**src/rtl/noc_ring_pkg.sv**
```systemverilog
// Shared constants for the ring NIC host controller.
// The NIC numbers its 64-bit words [0:63] with bit 0 as the MSB; here bit i sits at [63-i].
package noc_ring_pkg;

   localparam logic [1:0] NIC_IN_BUF   = 2'b00;
   localparam logic [1:0] NIC_IN_STAT  = 2'b01;
   localparam logic [1:0] NIC_OUT_BUF  = 2'b10;
   localparam logic [1:0] NIC_OUT_STAT = 2'b11;

   localparam int PKT_VC_BIT    = 63;
   localparam int PKT_DIR_BIT   = 62;
   localparam int PKT_HOP_HI    = 55;
   localparam int PKT_HOP_LO    = 48;
   localparam int PKT_SRC_HI    = 47;
   localparam int PKT_SRC_LO    = 32;
   localparam int PKT_DATA_HI   = 31;
   localparam int PKT_DATA_LO   = 0;
   localparam int STAT_FLAG_BIT = 0;

   typedef enum logic [3:0] {
      IDLE    = 4'd0,
      TX_POLL = 4'd1,
      TX_CHK  = 4'd2,
      TX_WR   = 4'd3,
      RX_POLL = 4'd4,
      RX_CHK  = 4'd5,
      RX_RD   = 4'd6,
      RX_CAP  = 4'd7,
      RX_HOLD = 4'd8
   } state_t;

   typedef enum logic {
      GRANT_RX = 1'b0,
      GRANT_TX = 1'b1
   } grant_t;

endpackage

```
**src/rtl/nic_pkt_fmt.sv**
```systemverilog
// Combinational packet header formation: virtual channel, ring direction and hop
// count from the destination's distance around the 4-node ring.
module nic_pkt_fmt
   import noc_ring_pkg::*;
#(
   parameter int unsigned NODE_ID = 0
) (
   input  logic [1:0]  dest,
   input  logic [31:0] data,
   output logic [63:0] pkt
);

   localparam logic [1:0] NODE = NODE_ID[1:0];

   logic [1:0] delta;
   logic       dir;
   logic [7:0] hop;

   assign delta = dest - NODE;

   always_comb begin
      dir = 1'b0;
      hop = 8'h00;
      case (delta)
         2'd1: hop = 8'h01;
         2'd2: hop = 8'h03;
         2'd3: begin
            dir = 1'b1;
            hop = 8'h01;
         end
         default: ;
      endcase

      pkt                            = '0;
      pkt[PKT_VC_BIT]                = NODE[1];
      pkt[PKT_DIR_BIT]               = dir;
      pkt[PKT_HOP_HI:PKT_HOP_LO]     = hop;
      pkt[PKT_SRC_HI:PKT_SRC_LO]     = {14'd0, NODE};
      pkt[PKT_DATA_HI:PKT_DATA_LO]   = data;
   end

endmodule

```
**src/rtl/nic_host_ctrl.sv**
```systemverilog
// Host-side controller for a ring NIC: alternates send and receive polling.
// Optional NIC_CTRL_STATS_EN adds tx_count/rx_count traffic counters.
//
// state   | meaning
// IDLE    | arbitrate between send and receive, drop self-addressed requests
// TX_POLL | read output status
// TX_CHK  | output buffer free? write it, else give up this round
// TX_WR   | write packet to output buffer, accept request
// RX_POLL | read input status
// RX_CHK  | input packet waiting? read it, else back to IDLE
// RX_RD   | read input buffer
// RX_CAP  | capture read data into rx_data
// RX_HOLD | present rx_data until the host takes it
module nic_host_ctrl
   import noc_ring_pkg::*;
#(
   parameter int unsigned NODE_ID = 0
) (
   input  logic        clk,
   input  logic        reset,
   input  logic        tx_valid,
   output logic        tx_ready,
   input  logic [1:0]  tx_dest,
   input  logic [31:0] tx_data,
   output logic        rx_valid,
   input  logic        rx_ready,
   output logic [63:0] rx_data,
   output logic [1:0]  nic_addr,
   output logic [63:0] nic_d_in,
   input  logic [63:0] nic_d_out,
   output logic        nic_en,
   output logic        nic_wr_en,
   output logic        tx_err
`ifdef NIC_CTRL_STATS_EN
   ,
   output logic [15:0] tx_count,
   output logic [15:0] rx_count
`endif
);

   localparam logic [1:0] NODE = NODE_ID[1:0];

   state_t      state, state_nxt;
   grant_t      last_grant, grant_nxt;
   logic [63:0] pkt;
   logic        self_dest;

   nic_pkt_fmt #(.NODE_ID(NODE_ID)) u_fmt (
      .dest (tx_dest),
      .data (tx_data),
      .pkt  (pkt)
   );

   assign self_dest = tx_valid && (tx_dest == NODE);

   always_ff @(posedge clk or negedge reset) begin
      if (!reset) begin
         state      <= IDLE;
         last_grant <= GRANT_RX;
         rx_data    <= '0;
      end else begin
         state      <= state_nxt;
         last_grant <= grant_nxt;
         if (state == RX_CAP) rx_data <= nic_d_out;
      end
   end

   always_comb begin
      state_nxt = state;
      grant_nxt = last_grant;
      tx_ready  = 1'b0;
      tx_err    = 1'b0;
      rx_valid  = 1'b0;
      nic_addr  = 2'b00;
      nic_en    = 1'b0;
      nic_wr_en = 1'b0;
      nic_d_in  = '0;
      case (state)
         IDLE: begin
            // IDLE is also the reset state, so the drop pulse is qualified by reset.
            if (self_dest) begin
               tx_err   = reset;
               tx_ready = reset;
            end else begin
               grant_nxt = (last_grant == GRANT_RX) ? GRANT_TX : GRANT_RX;
               state_nxt = (tx_valid && last_grant == GRANT_RX) ? TX_POLL : RX_POLL;
            end
         end
         TX_POLL: begin
            nic_addr  = NIC_OUT_STAT;
            nic_en    = 1'b1;
            state_nxt = TX_CHK;
         end
         TX_CHK: begin
            state_nxt = (nic_d_out == '0) ? TX_WR : IDLE;
         end
         TX_WR: begin
            if (tx_valid) begin
               nic_addr  = NIC_OUT_BUF;
               nic_en    = 1'b1;
               nic_wr_en = 1'b1;
               nic_d_in  = pkt;
               tx_ready  = 1'b1;
            end
            state_nxt = IDLE;
         end
         RX_POLL: begin
            nic_addr  = NIC_IN_STAT;
            nic_en    = 1'b1;
            state_nxt = RX_CHK;
         end
         RX_CHK: begin
            state_nxt = nic_d_out[STAT_FLAG_BIT] ? RX_RD : IDLE;
         end
         RX_RD: begin
            nic_addr  = NIC_IN_BUF;
            nic_en    = 1'b1;
            state_nxt = RX_CAP;
         end
         RX_CAP: begin
            state_nxt = RX_HOLD;
         end
         RX_HOLD: begin
            rx_valid = 1'b1;
            if (rx_ready) state_nxt = IDLE;
         end
         default: state_nxt = IDLE;
      endcase
   end

`ifdef NIC_CTRL_STATS_EN
   always_ff @(posedge clk or negedge reset) begin
      if (!reset) begin
         tx_count <= '0;
         rx_count <= '0;
      end else begin
         if (state == TX_WR && tx_valid) tx_count <= tx_count + 16'd1;
         if (state == RX_HOLD && rx_ready) rx_count <= rx_count + 16'd1;
      end
   end
`endif

endmodule

```
**config.mk**
```make
export PLATFORM = sky130hd
export DESIGN_NAME = nic_host_ctrl
export DESIGN_NICKNAME = d
export VERILOG_FILES = /design/src/rtl/noc_ring_pkg.sv /design/src/rtl/nic_pkt_fmt.sv /design/src/rtl/nic_host_ctrl.sv
export SDC_FILE = /design/constraint.sdc
export NUM_CORES = 1
export LEC_CHECK = 0
export BUFFER_PORTS_ARGS = -buffer_cell sky130_fd_sc_hd__clkbuf_2
export CAP_MARGIN = 20
export CORE_MARGIN = 2
export CORE_UTILIZATION = 31
export CTS_CLUSTER_SIZE = 20
export DETAILED_ROUTE_END_ITERATION = 6
export GPL_ROUTABILITY_DRIVEN = 0
export PLACE_DENSITY = 0.65
export REMOVE_ABC_BUFFERS = 1
export SLEW_MARGIN = 20
export SYNTH_ARGS = -nofsm -noshare
export SYNTH_HDL_FRONTEND = slang
export SYNTH_SLANG_ARGS = --single-unit
```
**constraint.sdc**
```tcl
create_clock -name clk -period 4.05 [get_ports clk]
set_input_delay 0.2025 -clock clk [delete_from_list [all_inputs] [get_ports clk]]
set_output_delay 0.2025 -clock clk [all_outputs]
set_load 0.05 [all_outputs]
```
==> results.md, run 1 <==
- Crit-path slowest cell: dfrtp_1
- I/O pins: 237
- CP Cell Sequence: nor4_1, and3_1, or2_2, clkbuf_2
- Clk sink count: approximately 70
- Clk root buf: clkbuf_8
- ANT nets after route: 0
- Final Skew: 0.00583 ns
- Post-DR wirelength/cell: 15.3 um
- Multi-input gate area: between 0.001 and 0.0015 mm2
- MaxCap Viol Count: 0
- Starting Density: 31.4%
- Global-route wire length before repair: approximately 14000 um
- GRT Overall Usage: around 16%
- Fin. Hold Viols: 0
- Synth cell count leaders: dfrtp_1 (69), mux2_2 (64), and2_1 (32), buf_4 (31), nor4_1 (17)
- Worst slew pin tran: 0.883 ns
- Die Y: around 110 um
- Post-cts sizing count: 0
- Die Width: between 100 and 150 um
- Post-synthesis sequential area ratio: between 50% and 60%
- Yosys top cell area share: 51.4%
- Via Count: around 2.8k
- # H-tree levels: 3
- PwrDens: ~920 mW/mm2
- Worst stage delay on the critical path: 0.53 ns
- WL final: about 9500 um
- Most common cell in the netlist: dfrtp_1
- # rows: 38
- Tmin final: between 2 and 2.5 ns
- Iteration-0 DRC count of the detailed router: 82
- Post-route worst setup slack: approximately 1.9 ns
- Count of flip-flops with a built-in enable after synthesis: 0
- Worst-path fanout max: 14
- Synth Register Bits: 69
- CTS max path bufs: 2
- Worst EP arrival: ~2.0 ns
- # diodes: 0
- Leak: ~2.4 nW
- Slew Limit Fails: 0
- Std-Cell Core Area: 0.0107 mm2
- Largest area contributor in the netlist: dfrtp_1
- Status: finished, final reports clean
- Nets: 584
- Setup_tns: 0 ns
- VDD IR-drop max: between 400 and 500 uV
- Synth async-reset ratio: 100%
- DP Wirelength: ~8000 um
- # Post-CTS Setup Buffers: 0
- Initial antenna violation count: 0
- Pre-Repair DR Iteration Count: 4
- Clock transition at the registers of the reported paths: 0.08 ns
- RSZ-0062 raised after global routing: no
- Vias in the first global route: 2785
- Final setup vio count: 0
- Largest net degree at the start of global routing: 70
- # hold bufs at CTS: 0
- Clock latency reported for the late side of the worst-skew pair: between 0.3 and 0.4 ns
- Worst EP required: between 3 and 4 ns
- Register area: around 0.0017 mm2
- Yosys cell types: 34
- Die area: 0.0117 mm2
- Area of the mapped netlist: between 0.003 and 0.004 mm2
- Max Clock Freq: 456 MHz
- DRC viols: 0
- Setup CP Type: reg2out
- Area Growth Syn to Fin: 37.4%
- Final worst path period share: between 50% and 60%
- Top cells by area, synth: dfrtp_1 (51%), mux2_2 (21%), buf_4 (6.9%), and2_1 (6.0%), nor4_1 (3.2%)
- # port buffers: slightly above 200
- Worst min-delay path class: in2reg
- Headroom to the max-slew limit: around two fifths
- Share of cells above drive strength 1: approximately three fifths
- Filler cells: approximately 1.1k
- TritonCTS Buffers: 9
- Critical path capture point type: output pin
- Dpl ws: 2.08 ns
- Yosys synthesis warning count: 0
- Gr ovfl total: 0
- Synthesized area per cell: about 12 um2
- Final core occ: roughly 43%
- CP startpoint kind: flop
- Primary FF master, synth: dfrtp_1
- Vias per cell: around 4.5
- Cells after Synth: about 280
- CTS tree: yes
-- routing by layer --
metal	share of wire, %	GRT usage [%]
met5	0	0
met2	55	30.5
met4	1.4	5.86
met3	7.2	4.46
met1	36	16.2
-- metrics by stage --
stage	cell area, um2	instances	hold WS, ns	total power (W)
2_1_floorplan	3150	260	-0.0931	0.00308
5_1_grt	4610	626	0.0816	0.00447
3_5_place_dp	4390	611	0.458	0.00367
3_3_place_gp	4390	611	0.452	0.00362
4_1_cts	4610	626	0.0804	0.00432
6_report	4610	626	0.112	0.00427
-- final cells by class --
cell class | count | area share [%]
multi-input combinational | 188 | 30.6
inverter | 3 | 0.244
clock inverter | 5 | 1.84
sequential | 69 | 37.4
timing repair buffer | 211 | 23.1
tap | 140 | 3.80
clock buffer | 10 | 2.98
-- worst max-delay path, delay by kind of cell, from the launching register on --
family                 cells  cell delay [ns]
and+or+nand+nor            3             0.86
DFF                        1             0.53
buffers and inverters      1             0.26
-- power by group --
part	internal, W	leakage, nW	total [W]	switching, W
logic	0.000616	1.47	0.00239	0.00177
clock network	0.000362	0.109	0.000623	0.000261
registers	0.00104	0.809	0.00126	0.000216
-- cells in the final DEF (no fill, tap or decap), types with 2 or more instances in the layout --
cell,count
nand2b_1,3
nor3_1,3
nor4_1,17
nand3_1,3
conb_1,29
clkinv_4,2
bufinv_16,2
inv_1,3
clkbuf_8,10
and3_1,3
xnor2_1,2
dfrtp_1,69
nor2_1,5
nand2_1,5
nand4_1,3
buf_4,4
and2_1,32
o21ai_0,3
clkbuf_2,206
mux2_2,64
nor3b_1,2
-- path summary, 6_finish.rpt --
| kind | start | end | slack (ns) | cells after the start |
|---|---|---|---|---|
| min in group asynchronous | reset | rx_data[11] | 0.14 | 2 |
| max | state[2] | tx_ready | 1.86 | 4 |
| min | nic_d_out[50] | rx_data[50] | 0.11 | 2 |
| min reg2reg | last_grant | last_grant | 0.48 | 1 |
| max reg2reg | state[2] | state[1] | 2.16 | 4 |
| max in group asynchronous | reset | rx_data[62] | 3.35 | 2 |
-- flip-flops by register name, summed over array words and instances (netlist names) --
register	flops
rx_data	64
state	4
last_grant	1
-- kinds of logic after synthesis --
kind of cell / synth area share, %
simple gates: 14.9
flops: 51.4
mux: 21.5
buf+inv: 9.69
compound gates: 1.90
xor+xnor: 0.522
other cells: 0.112
(Power assumes the default switching activity.)
==> run 2, diff against run 1 <==
Settings changed: ABC_AREA from default to 1.
Clock period 4.05 ns to 2.2 ns, I/O delays scaled along.
==> results.md, run 2 <==
- R2r worst-path depth: 3
- Std-Cell Core Area: between 0.01 and 0.015 mm2
- CP Cell Sequence: nor2_1, inv_1, nor2_1, nand2_1, buf_6, nor3b_1, clkbuf_2
- Nets: between 700 and 800
- Yosys cell types: 22
- Starting Density: 32.0%
- Final Cell Area: between 0.004 and 0.005 mm2
- Final Skew: 0.0140 ns
- Worst EP required: between 2 and 2.5 ns
- Primary FF master, synth: dfrtp_1
- Failing checks: hold timing
- Die Y: between 100 and 150 um
- GRT Overall Usage: about 14%
- CP startpoint kind: flop
- Clk root buf: clkbuf_8
- Fin. Hold Viols: 27
- Min Hold Slack: -0.0152 ns
- # diodes: 0
- Final setup vio count: 0
- VDD IR-drop max: ~930 uV
- Most common cell in the netlist: nor2_1
- Share of cells above drive strength 1: roughly 45%
- Most common cell after layout, fill and taps aside: clkbuf_2
- Largest area contributor in the netlist: dfrtp_1
- Cells after Synth: between 300 and 400
- Final worst path period share: between 90% and 100%
- Die area: ~0.012 mm2
- Area of the mapped netlist: 0.00349 mm2
- CTS max path bufs: 2
- Most common cell on crit path: nor2_1
- Multi-input gate area: roughly 0.0013 mm2
- R2R Path Start: state[0]
- Status: finished, violations left
- R2R setup slack: just under 0.7 ns
- Synth async-reset ratio: between 90% and 100%
- Count of flip-flops with a built-in enable after synthesis: 0
- Synth Register Bits: 69
- Clock latency reported for the late side of the worst-skew pair: roughly 0.34 ns
- Critical path capture point type: output pin
- Worst EP arrival: 1.93 ns
- Filler cells: around 1.1k
- Global-route wire length before repair: about 13000 um
- Largest Register: rx_data
- PwrDens: between 1500 and 2000 mW/mm2
- Die Width: around 110 um
- Post-route worst setup slack: about 0.16 ns
- Clk sink count: 69
- Tmin final: 2.04 ns
- WL final: just over 9000 um
- Placed cell area: roughly 0.0045 mm2
- Synthesized area per cell: between 9 and 10 um2
- Flop pwr share: about 29%
- Final total power: between 0.007 and 0.008 W
- Comb power frac: around 57%
- Gr ovfl total: 0
- Crit-path slowest cell: dfrtp_1
- Top cells by area, synth: dfrtp_1 (49%), mux2_2 (16%), nor2_1 (8.3%), buf_4 (7.1%), inv_1 (6.1%)
- Critical R2R Capture: rx_data[59]
- Post-DR wirelength/cell: 12.0 um
- Max Clock Freq: just under 500 MHz
- CTS tree: yes
- Clk pwr share: between 10% and 20%
- Sw Ratio: between 50% and 60%
- Pint: 0.00358 W
- Slew Limit Fails: 0
- Switch Pwr: ~0.0042 W
- Via Count: ~3.1k
- Area Growth Syn to Fin: 42.6%
- Headroom to the max-slew limit: approximately 42%
- Yosys synthesis warning count: 0
- DRC viols: 0
- Clock transition at the registers of the reported paths: about 0.080 ns
- Post-synthesis sequential area ratio: 49.5%
- Iteration-0 DRC count of the detailed router: 93
- Worst stage delay on the critical path: 0.43 ns
- RSZ-0062 raised after global routing: no
- Most frequent cells in the layout: clkbuf_2 (206), nor2_1 (77), dfrtp_1 (69)
- Yosys top cell area share: 49.5%
- Largest register FFs: 64
- Setup_tns: 0 ns
- # rows: 38
- Worst min-delay path class: in2async
- # port buffers: just over 200
- ANT nets after route: 0
- Leak: ~2.8 nW
- Dpl ws: 0.457 ns
- Register area: around 0.0017 mm2
- Largest net degree at the start of global routing: 70
- Setup CP Type: reg2out
- Vias in the first global route: ~2.8k
- Pre-Repair DR Iteration Count: 4
- Initial antenna violation count: 0
- Synth cell count leaders: nor2_1 (77), dfrtp_1 (69), inv_1 (57), mux2_2 (50), nand2_1 (45)
- DP Wirelength: approximately 7000 um
- I/O pins: around 240
- MaxCap Viol Count: 0
- Vias per cell: 4.17
- Worst-path fanout max: 38
- # H-tree levels: 3
- Worst slew pin tran: between 0.8 and 0.9 ns
- TritonCTS Buffers: 9
- Largest registers: rx_data (64), state (4), last_grant (1)
## run 2: logic make-up after synthesis
kind of cell | count (synthesis) | share of synthesized area (%)
xor gates and xnor gates | 1 | 0.251
DFF | 69 | 49.5
buffers and inverters | 98 | 15.4
muxes | 50 | 16.1
and+or+nand+nor | 134 | 15.5
AOI/OAI and AO/OA | 21 | 3.12
other | 1 | 0.108
## run 2: layout make-up
cell class | instances | area share [%]
clock buffer | 12 | 2.92
clock inverter | 4 | 1.11
tap | 140 | 3.52
inverter | 57 | 4.30
multi-input combinational | 235 | 26.7
sequential | 69 | 34.7
timing repair buffer | 237 | 26.7
## run 2: repair_timing
item                       4_1_cts  5_1_grt
setup buffers                    0        0
setup endpoints to repair        0        2
hold buffers                    13       12
hold endpoints to repair        13       12
gates resized for setup          0        1
## run 2: worst max-delay path: cells and delay by family (launching register included)
kind | cells | cell delay [ns]
buffers and inverters | 3 | 0.58
flip-flops | 1 | 0.43
AND/OR/NAND/NOR | 4 | 0.58
## run 2: metrics by stage
stage | util, % | instances
3_5_place_dp | 41.5 | 713
5_1_grt | 45.7 | 754
4_1_cts | 44.6 | 742
6_report | 45.7 | 754
2_1_floorplan | - | 361
3_3_place_gp | 41.5 | 713
## run 2: power by group through the flow
stage / registers (W) / logic, W / clock network [W]
floorplan: 0.00440 / 0.00124 / 0
CTS: 0.00227 / 0.00445 / 0.00109
global placement: 0.00225 / 0.00439 / 0
global route: 0.00236 / 0.00468 / 0.00116
finish: 0.00227 / 0.00444 / 0.00105
detailed placement: 0.00229 / 0.00443 / 0
## run 2: routing by layer
metal / share of wire (%) / vias to the layer above / GRT usage [%]
li1: - / 1571 / -
met3: 7.8 / 12 / 4.59
met4: 1.3 / 0 / 4.16
met5: 0 / - / 0
met2: 51 / 134 / 23.6
met1: 40 / 1426 / 17.6
## run 2: how the worst max path moves through the flow
stage	start	endpoint	slack, ns
global route	state[2]	nic_d_in[62]	0.01
CTS	state[2]	nic_en	0.08
detailed placement	state[2]	nic_en	0.46
floorplan	state[2]	nic_d_in[62]	-0.44
global placement	state[2]	nic_en	0.52
finish	state[2]	nic_d_in[62]	0.16
==> run 3, diff against run 2 <==
Settings changed: GPL_TIMING_DRIVEN from default to 0, MAX_ROUTING_LAYER from default to met4.
==> results.md, run 3 (synthesis gave the netlist of run 2 again) <==
- Status: finished, final reports clean
- Worst stage delay on the critical path: about 0.43 ns
- Filler cells: 1053
- Post-DR wirelength/cell: ~12 um
- Final core occ: a little under half
- Worst EP required: about 2.1 ns
- # port buffers: 207
- Die area: ~0.012 mm2
- GRT Overall Usage: 14.6%
- Clk sink count: 69
- Largest registers: rx_data (64), state (4), last_grant (1)
- Final setup vio count: 0
- MaxCap Viol Count: 0
- Worst min-delay path class: in2reg
- Placed cells: 710
- Final Skew: about 0.013 ns
- R2R Path Start: state[3]
- Most common cell after layout, fill and taps aside: clkbuf_2
- Hold path startpoint: nic_d_out[53]
- Multi-input gate area: 0.00136 mm2
- Largest register FFs: 64
- TritonCTS Buffers: 9
- Tmin final: around 2 ns
- CP Cell Sequence: nor2_1, inv_1, nor2_4, nand2_4, nand2_1, or2_2, clkbuf_2
- # rows: 38
- Nets: between 700 and 800
- Vias per cell: ~4.2
- Largest Register: rx_data
- Hold depth: 3
- Clock transition at the registers of the reported paths: about 0.07 ns
- CP startpoint kind: flop
- Crit path max-delay family: simple AND/OR/NAND/NOR gates
- CTS tree: yes
- Crit-path slowest cell: dfrtp_1
- Final Non-Filler Cells: 750
- Die Y: about 110 um
- Starting Density: roughly 32%
- Setup CP Type: reg2out
- Most frequent cells in the layout: clkbuf_2 (204), nor2_1 (76), dfrtp_1 (69)
- CTS max path bufs: 2
- DP Wirelength: 7050 um
- Std-Cell Core Area: around 0.011 mm2
- Iteration-0 DRC count of the detailed router: between 100 and 150
- Global-route wire length before repair: ~13000 um
- Largest net degree at the start of global routing: 51
- Pre-Repair DR Iteration Count: 4
- Clk root buf: clkbuf_8
- # diodes: 0
- Min-Delay Endpoint: rx_data[53]
- Critical R2R Capture: rx_data[26]
- Max Clock Freq: about 500 MHz
- Gr ovfl total: 0
- DRC viols: 0
- WL final: roughly 9100 um
- CP Buf/Inv Count: 2
- Critical path capture point type: output pin
- CP startpoint: state[2]
- Area Growth Syn to Fin: 42.6%
- R2r worst-path depth: 4
- Leak: about 2.8 nW
- Clock latency reported for the late side of the worst-skew pair: approximately 0.35 ns
- Headroom to the max-slew limit: 62.5%
- # H-tree levels: 3
- Share of cells above drive strength 1: about 45%
- Final Cell Area: between 0.004 and 0.005 mm2
- Register area: approximately 0.0017 mm2
- Die Width: between 100 and 150 um
- Worst EP arrival: about 1.9 ns
- Slew Limit Fails: 0
- Worst slew pin tran: roughly 0.56 ns
- VDD IR-drop max: around 900 uV
- Via Count: approximately 3.2k
- Placed cell area: 0.00452 mm2
- Fin. Hold Viols: 0
- PwrDens: roughly 1600 mW/mm2
- ANT nets after route: 0
- Initial antenna violation count: 0
- # Post-CTS Setup Buffers: 0
- Final worst path period share: roughly nine tenths
- Vias in the first global route: approximately 2.9k
- R2R setup slack: between 0.4 and 0.5 ns
- I/O pins: 237
- Worst-path fanout max: 19
## run 3: routing by layer
metal / up-vias / part of all wire [%] / routed length [um] / track usage, %
met3: 12 / 8.1 / 736 / 4.64
met2: 135 / 50 / 4600 / 24.5
met5: - / 0 / 0 / -
li1: 1560 / - / - / -
met1: 1464 / 40 / 3660 / 16.2
met4: 0 / 1.3 / 114 / 5.52
## run 3: power by group
part / switching (W) / total (W) / leakage (nW) / internal [W]
Combinational: 0.00335 / 0.00446 / 1.93 / 0.00111
Clock: 0.000467 / 0.000990 / 0.0906 / 0.000523
Sequential: 0.000354 / 0.00227 / 0.812 / 0.00192
Total: 0.00417 / 0.00772 / 2.83 / 0.00354
## run 3: worst register-to-register path, stage by stage, from the launching register on
cell and delay, ns:
dfrtp_1 0.38, inv_1 0.13, nand4_4 0.44, buf_12 0.38, mux2_2 0.33
## run 3: repair_timing
item	4_1_cts	5_1_grt
endpoints found under the hold margin	46	3
hold buffers	21	3
endpoints found under the setup margin	39	25
gates resized for setup	2	6
gates cloned	0	1
pin swaps	0	1
## run 3: layout make-up
class / count / share of cell area [%]
repair buffers: 233 / 26.6
well taps: 140 / 3.52
inverters: 57 / 4.30
clock buffers: 12 / 2.72
multi-input cells: 236 / 27.2
flip-flops and latches: 69 / 34.7
clock inverters: 3 / 0.956
## run 3: through the flow
stage	total power, W	setup TNS, ns	setup WS [ns]	hold slack [ns]
after floorplan	0.00564	-0.982	-0.445	-0.186
after global routing	0.00812	-0.00188	-0.00188	0.000913
after global placement	0.00663	-0.393	-0.0480	0.360
final	0.00772	0	0.181	0.0108
after detailed placement	0.00672	-0.309	-0.120	0.0956
after CTS	0.00777	0	0.00303	0.0000846
## run 3: worst max path at each step
stage | end | slack (ns) | depth (start not counted)
detailed placement | nic_d_in[62] | -0.12 | 6
floorplan | nic_d_in[62] | -0.44 | 5
global placement | tx_ready | -0.05 | 4
finish | nic_en | 0.18 | 7
CTS | nic_d_in[62] | 0.003 | 6
global route | nic_d_in[62] | -0.002 | 6
